--- config.mk ---
export PLATFORM = sky130hd
export DESIGN_NAME = condlogic_pipe
export DESIGN_NICKNAME = d
export VERILOG_FILES = /design/src/rtl/condlogic_pipe.sv
export SDC_FILE = /design/constraint.sdc
export NUM_CORES = 1
export LEC_CHECK = 0
export CAP_MARGIN = 10
export CORE_ASPECT_RATIO = 2
export CORE_MARGIN = 1
export CORE_UTILIZATION = 49
export DETAILED_ROUTE_END_ITERATION = 6
export PLACE_DENSITY = 0.88
export SLEW_MARGIN = 10
export SYNTH_ARGS = -nofsm -noshare
export SYNTH_HDL_FRONTEND = slang
export SYNTH_SLANG_ARGS = --single-unit
--- constraint.sdc ---
create_clock -name clk -period 5.8 [get_ports clk]
set_clock_uncertainty 0.1 [all_clocks]
set_input_delay 1.74 -clock clk [delete_from_list [all_inputs] [get_ports clk]]
set_output_delay 1.74 -clock clk [all_outputs]
set_load 0.05 [all_outputs]
--- src/rtl/condlogic_pipe.sv ---
`default_nettype none
// ============================================================================
// condlogic_pipe : execute-stage NZCV flags, condition check, E->M control reg
// Revision 1.0 - initial release
// ============================================================================
module condlogic_pipe #(
    parameter int WA_W     = 4,
    parameter int CNT_W    = 16,
    parameter bit NV_NEVER = 1'b1
) (
    input  logic             clk,
    input  logic             reset,
    input  logic             StallE,
    input  logic             FlushM,
    input  logic             PCSrcE,
    input  logic             RegWriteE,
    input  logic             MemtoRegE,
    input  logic             MemWriteE,
    input  logic             BranchE,
    input  logic [1:0]       FlagWriteE,
    input  logic [3:0]       CondE,
    input  logic [3:0]       ALUFlags,
    input  logic [WA_W-1:0]  WA3E,
    input  logic             ValidE,
    output logic             CondExE,
    output logic             BranchTakenE,
    output logic [3:0]       FlagsE,
    output logic             PCSrcM,
    output logic             RegWriteM,
    output logic             MemWriteM,
    output logic             MemtoRegM,
    output logic [WA_W-1:0]  WA3M,
    output logic [CNT_W-1:0] ExecCount,
    output logic [CNT_W-1:0] SquashCount
);

    localparam logic [CNT_W-1:0] c_cnt_max = {CNT_W{1'b1}};
    localparam logic [CNT_W-1:0] c_cnt_one = {{(CNT_W-1){1'b0}}, 1'b1};

    logic [3:0]       flags_q, flags_d;
    logic             pcsrc_q, pcsrc_d;
    logic             regwrite_q, regwrite_d;
    logic             memwrite_q, memwrite_d;
    logic             memtoreg_q, memtoreg_d;
    logic [WA_W-1:0]  wa3_q, wa3_d;
    logic [CNT_W-1:0] exec_cnt_q, exec_cnt_d;
    logic [CNT_W-1:0] squash_cnt_q, squash_cnt_d;

    logic w_n, w_z, w_c, w_v;
    logic w_cond_ex;
    logic w_go;
    logic w_advance;

    assign {w_n, w_z, w_c, w_v} = flags_q;

    // Decoded from the registered flags, so a flag write reaches only the next instruction
    always_comb begin
        w_cond_ex = 1'b0;
        case (CondE)
            4'b0000: w_cond_ex = w_z;
            4'b0001: w_cond_ex = ~w_z;
            4'b0010: w_cond_ex = w_c;
            4'b0011: w_cond_ex = ~w_c;
            4'b0100: w_cond_ex = w_n;
            4'b0101: w_cond_ex = ~w_n;
            4'b0110: w_cond_ex = w_v;
            4'b0111: w_cond_ex = ~w_v;
            4'b1000: w_cond_ex = w_c & ~w_z;
            4'b1001: w_cond_ex = ~w_c | w_z;
            4'b1010: w_cond_ex = (w_n == w_v);
            4'b1011: w_cond_ex = (w_n != w_v);
            4'b1100: w_cond_ex = ~w_z & (w_n == w_v);
            4'b1101: w_cond_ex = w_z | (w_n != w_v);
            4'b1110: w_cond_ex = 1'b1;
            default: w_cond_ex = ~NV_NEVER;
        endcase
    end

    assign w_go         = w_cond_ex & ValidE;
    assign w_advance    = ~StallE & ValidE;
    assign CondExE      = w_cond_ex;
    assign BranchTakenE = BranchE & w_go;

    always_comb begin
        flags_d = flags_q;
        if (w_advance && w_cond_ex) begin
            if (FlagWriteE[1]) flags_d[3:2] = ALUFlags[3:2];
            if (FlagWriteE[0]) flags_d[1:0] = ALUFlags[1:0];
        end
    end

    // Stall wins over flush: a stalled bubble must not overwrite the held instruction
    always_comb begin
        pcsrc_d    = pcsrc_q;
        regwrite_d = regwrite_q;
        memwrite_d = memwrite_q;
        memtoreg_d = memtoreg_q;
        wa3_d      = wa3_q;
        if (!StallE) begin
            if (FlushM) begin
                pcsrc_d    = 1'b0;
                regwrite_d = 1'b0;
                memwrite_d = 1'b0;
                memtoreg_d = 1'b0;
                wa3_d      = '0;
            end else begin
                pcsrc_d    = PCSrcE & w_go;
                regwrite_d = RegWriteE & w_go;
                memwrite_d = MemWriteE & w_go;
                memtoreg_d = MemtoRegE;
                wa3_d      = WA3E;
            end
        end
    end

    always_comb begin
        exec_cnt_d   = exec_cnt_q;
        squash_cnt_d = squash_cnt_q;
        if (w_advance) begin
            if (w_cond_ex) begin
                if (exec_cnt_q != c_cnt_max) exec_cnt_d = exec_cnt_q + c_cnt_one;
            end else begin
                if (squash_cnt_q != c_cnt_max) squash_cnt_d = squash_cnt_q + c_cnt_one;
            end
        end
    end

    always_ff @(posedge clk or posedge reset) begin
        if (reset) begin
            flags_q      <= '0;
            pcsrc_q      <= 1'b0;
            regwrite_q   <= 1'b0;
            memwrite_q   <= 1'b0;
            memtoreg_q   <= 1'b0;
            wa3_q        <= '0;
            exec_cnt_q   <= '0;
            squash_cnt_q <= '0;
        end else begin
            flags_q      <= flags_d;
            pcsrc_q      <= pcsrc_d;
            regwrite_q   <= regwrite_d;
            memwrite_q   <= memwrite_d;
            memtoreg_q   <= memtoreg_d;
            wa3_q        <= wa3_d;
            exec_cnt_q   <= exec_cnt_d;
            squash_cnt_q <= squash_cnt_d;
        end
    end

    assign FlagsE      = flags_q;
    assign PCSrcM      = pcsrc_q;
    assign RegWriteM   = regwrite_q;
    assign MemWriteM   = memwrite_q;
    assign MemtoRegM   = memtoreg_q;
    assign WA3M        = wa3_q;
    assign ExecCount   = exec_cnt_q;
    assign SquashCount = squash_cnt_q;

endmodule
`default_nettype wire

# Yosys cells after proc, flatten, opt, wreduce, memory -nomap -nowiden
# Cells that the tools add are included.
[classes] n_addsub=2 eq_ne=18 mux=6 bitwise_logic=16 n_reduce_logical=6
[ops] op="adder 16 x 1 -> 16 bit, second input constant" n=2
[ops] op="inequality test 16 bit, second input constant" n=2
[ops] op="equality test 4 bit, second input constant" n=7
[ops] op="equality test 4 x 3 -> 1 bit, second input constant" n=4
[ops] op="one-hot mux 1 bit (15 select lines)" n=1
[ops] op="bitwise AND 1 bit" n=8
[ops] op="equality test 4 x 2 -> 1 bit, second input constant" n=2
[ops] op="inverter 1 bit" n=6
[ops] op="AND reduction 3 bit" n=2
[ops] op="equality test 4 x 1 -> 1 bit, second input constant" n=1
[ops] op="logical NOT 4 bit" n=1
[ops] op="two-way mux 1 bit" n=4
[ops] op="two-way mux 4 bit" n=1
[ops] op="AND reduction 2 bit" n=2
[ops] op="bitwise OR 1 bit" n=2
[ops] op="equality test 1 bit" n=1
[ops] op="logical AND 1 bit" n=1
[ops] op="inequality test 1 bit" n=1
[word_totals] reg_bits=44 in_bits=24 out_inout_bits=46 elab_cells=57

# Longest topological paths before layout
[logic_depth] depth_word=6 ltp_mapped=9 depth_no_buf=8

# Worst setup path before layout
# No wires, ideal clock.
[synth_timing] path_type="in2out" startpoint="input CondE[0]" endpoint="output BranchTakenE" t_arrival_ns=3.451 required_ns=3.960 path_slack_ns=0.509 cell_stages=6 cell_sequence="clkbuf_1 -> or4b_1 -> a31o_1 -> nand2_1 -> buf_4 -> and3_1"
[synth_between] elab_chain_len=4 elab_cells_between_ends=18 cone_classes="eq/ne (14); mux (1); bitwise (2); reduce/logical (1)"
[synth_rtl] element="from (decl)" line="21" rtl="input logic [3:0] CondE,"
[synth_rtl] element="equality test 4 bit, or another cell as far along" line="59" rtl="case (CondE)"
[synth_rtl] element="one-hot mux 1 bit (15 select lines) *" line="59"
[synth_rtl] element="named net CondExE" line="25" rtl="output logic CondExE,"
[synth_rtl] element="bitwise AND 1 bit *" line="79" rtl="assign w_go = w_cond_ex & ValidE;"
[synth_rtl] element="bitwise AND 1 bit *" line="82" rtl="assign BranchTakenE = BranchE & w_go;"
[synth_rtl] element="to (decl)" line="26" rtl="output logic BranchTakenE,"
# Mark *: on every way through the listed nets, which the timed path passes. The rest lies on a longest branch.

# Worst setup path in the final report
[layout_timing] startpoint="input CondE[2]" endpoint="output CondExE"
[layout_between] elab_chain_len=2 elab_cells_between_ends=16 cone_classes="eq/ne (14); mux (1); reduce/logical (1)"
[layout_rtl] element="equality test 4 bit, or another cell as far along" line="59"
[layout_rtl] element="one-hot mux 1 bit (15 select lines) *" line="59"
[layout_rtl] element="to (decl)" line="25"
# Every way passes the cells marked *; elsewhere a longest branch is shown, timed or not.

==> flow_metrics.tcl <==
set metrics [dict create \
    syn_nets 230 \
    grt_pass1_wl_um 7921 \
    final_cell_mix "67 x clkdlybuf4s50_1, 44 x dfrtp_1, 26 x nand2_1" \
    max_freq_mhz 181.0 \
    drv_cap 0 \
    fp.dieW_um 48.74 \
    endpoint "CondExE" \
    synth_area_per_cell_um2 10.49 \
    drtIter0Drc 47 \
    drive_gt1_share_pct 7.885 \
    cp.arrival_ps 3680 \
    io_buffer_count 69 \
    p_leak_nw 1.321 \
    grt_pass1_vias 1777 \
    path_cells "clkdlybuf4s50_1 > mux2i_1 > or4b_1 > a31o_1 > nand2_1 > buf_4 > buf_4" \
    cts_made_buffers 5 \
    dp_cells 323 \
    r2r-start "FlagsE[3]" \
    avgViaCountPerCell 5.474 \
    design_area_um2 2973 \
    ctsRootBufferMaster "clkbuf_8" \
    cp_common_cell "buf_4" \
    rows 33 \
    path_class "in -> out" \
    holdBufCountCts 0 \
    hp-class "reg -> reg" \
    drcViolationCount 0 \
    yosys.cell_types.count 36 \
    grt.met3_usage_pct 2.711 \
    io_pins 70 \
    final_nets 304 \
    startpoint "CondE[2]" \
    core_area_um2 4129 \
    ant_nets 0 \
    rrSetupSlack_ps 2970 \
    clk_path_buf_depth 2 \
    wl_um 4878 \
    top_usage_layer "met2" \
    synthesis.area_um2 2141 \
    ir_drop_v 0.0002708 \
    crit_fanout 10 \
    hpwl_um 3586 \
    fill_cells 314 \
    ff2ff_path_depth 7 \
    ys_seq_elements 44 \
    grt_use_met1_pct 25.42 \
    cts_tree "yes" \
    area.growth.synth_to_final_pct 38.87 \
    hold_violations 0 \
    avgRoutedWirePerCell_um 14.74 \
    powerDensity_nw_per_um2 348.0 \
    h-tree-depth 2 \
    die_area_um2 4653 \
    layoutNonFillerInstCount 331 \
    grt_usage_pct 21.98 \
    grt_max_degree 45 \
    post_cts_resize_count 0 \
    synth.yosys.seq_area_share_pct 51.43 \
    period_minus_slack_ps 5524 \
    critical_path_required_ps 3960 \
    via_count 1812 \
    antenna_found_initial 0 \
    worstSkewPairLatency_ps 290 \
    rsz0062_at_grt "false" \
    tightest_slew_ps 688.7 \
    ys_warn_count 0 \
    cp_slowest_cell "clkdlybuf4s50_1" \
    slew_headroom_pct 54.09 \
    die_y_um 95.48 \
    end_kind "output pin" \
    post-route-period-util_pct 95.24 \
    first_pass_iters 4 \
    clk_pin_slew_ps 80 \
    clock_sinks 44 \
    synthCells 204 \
    globalplace.congestion 0.8551 \
    use_met2_pct 39.81 \
    r2r_end "ExecCount[4]" \
    antennaDiodeCount 0 \
    postPlaceCellArea_um2 2883 \
    floorplan.initialDensity_pct 51.85 \
    setup_tns_ps 0 \
    layout_commonest_cell "clkdlybuf4s50_1" \
    post_cts_buffers 0 \
    setup_viol 0 \
    finalMaxSlewViolations 0 \
    grt.overflow.total 0 \
    critPathLaunchType "primary input" \
    cpPeakStageDelay_ps 550 \
    status "completed" \
    post-route-util_pct 72.00 \
]
==> through the flow <==
stage	hold WS (ps)	power (W)	worst slack, ps
6_report	382.4	0.001035	275.8
5_1_grt	404.6	0.001075	171.9
4_1_cts	388.8	0.001043	291.7
3_5_place_dp	366.1	0.0008447	302.4
3_3_place_gp	367.3	0.0008354	335.8
2_1_floorplan	659.8	0.0006917	509.3
==> logic make-up after synthesis <==
logic type      after synthesis  synth area share, %
simple gates                 92                22.15
buf+inv                       9                2.162
compound gates               16                5.319
mux                          10                5.085
xor+xnor                     31                12.68
flops                        44                51.43
fa+ha+maj                     2                1.169
==> Yosys cell counts <==
cell type,n,area share [%]
dfrtp_1,44,51
nand2_1,26,4.6
xnor2_1,17,7.0
nand3_1,15,3.5
nor2_1,14,2.5
xor2_1,14,5.7
nand4_1,10,2.9
and3_1,7,2.0
mux2_2,7,3.7
nor3_1,6,1.4
a22o_1,4,1.6
inv_1,4,0.70
o21ai_0,4,0.94
mux2i_1,3,1.4
nor2b_1,3,0.88
a21oi_1,2,0.47
clkbuf_1,2,0.35
ha_1,2,1.2
nand4_2,2,1.2
nor4_1,2,0.58
a21oi_2,1,0.41
a31o_1,1,0.41
a31oi_1,1,0.29
and3b_1,1,0.41
and4_2,1,0.47
buf_2,1,0.23
buf_4,1,0.35
buf_6,1,0.53
nand2b_1,1,0.29
nand3b_1,1,0.35
nor3b_1,1,0.35
o211ai_1,1,0.35
o22ai_1,1,0.29
o41a_1,1,0.53
or3_1,1,0.29
or4b_1,1,0.47
==> layer usage <==
layer | share of wire [%] | vias to the layer above
met3 | 4.1 | 13
li1 | - | 857
met2 | 54 | 68
met5 | 0 | -
met1 | 39 | 874
met4 | 2.6 | 0
==> area by class of cell <==
class / instances / area, um2 / area share (%)
clock buffer: 8 / 90.09 / 3.030
inverter: 4 / 15.01 / 0.5051
multi-input combinational: 151 / 993.5 / 33.42
sequential: 44 / 1101 / 37.04
tap: 52 / 65.06 / 2.189
timing repair buffer: 72 / 708.2 / 23.82
==> power by group <==
part / internal [W] / total, W / switching (W) / leakage [nW]
logic: 0.000158 / 0.000423 / 0.000265 / 0.699
clock network: 0.0000972 / 0.000196 / 0.0000984 / 0.0455
registers: 0.000353 / 0.000416 / 0.0000631 / 0.576
==> worst max-delay path, delay by kind of cell <==
| kind | cells | cell delay, ps |
|---|---|---|
| buffers and inverters | 3 | 940 |
| and+or+nand+nor | 2 | 610 |
| muxes | 1 | 120 |
| AOI/OAI and AO/OA | 1 | 270 |
==> worst min-delay path by stage <==
stage | endpoint | cells after the start | startpoint | slack, ps
finish | RegWriteM | 2 | RegWriteM | 380
global route | RegWriteM | 2 | RegWriteM | 400
CTS | RegWriteM | 2 | RegWriteM | 390
detailed placement | PCSrcM | 2 | PCSrcM | 370
global placement | RegWriteM | 2 | RegWriteM | 370
floorplan | MemWriteM | 2 | MemWriteM | 660
==> flip-flops by register name, indices dropped and copies added, names as in the netlist <==
register and flops:
ExecCount 16, FlagsE 4, MemWriteM 1, MemtoRegM 1
PCSrcM 1, RegWriteM 1, SquashCount 16, WA3M 4
Note: power is estimated with default switching activity, not from simulation.
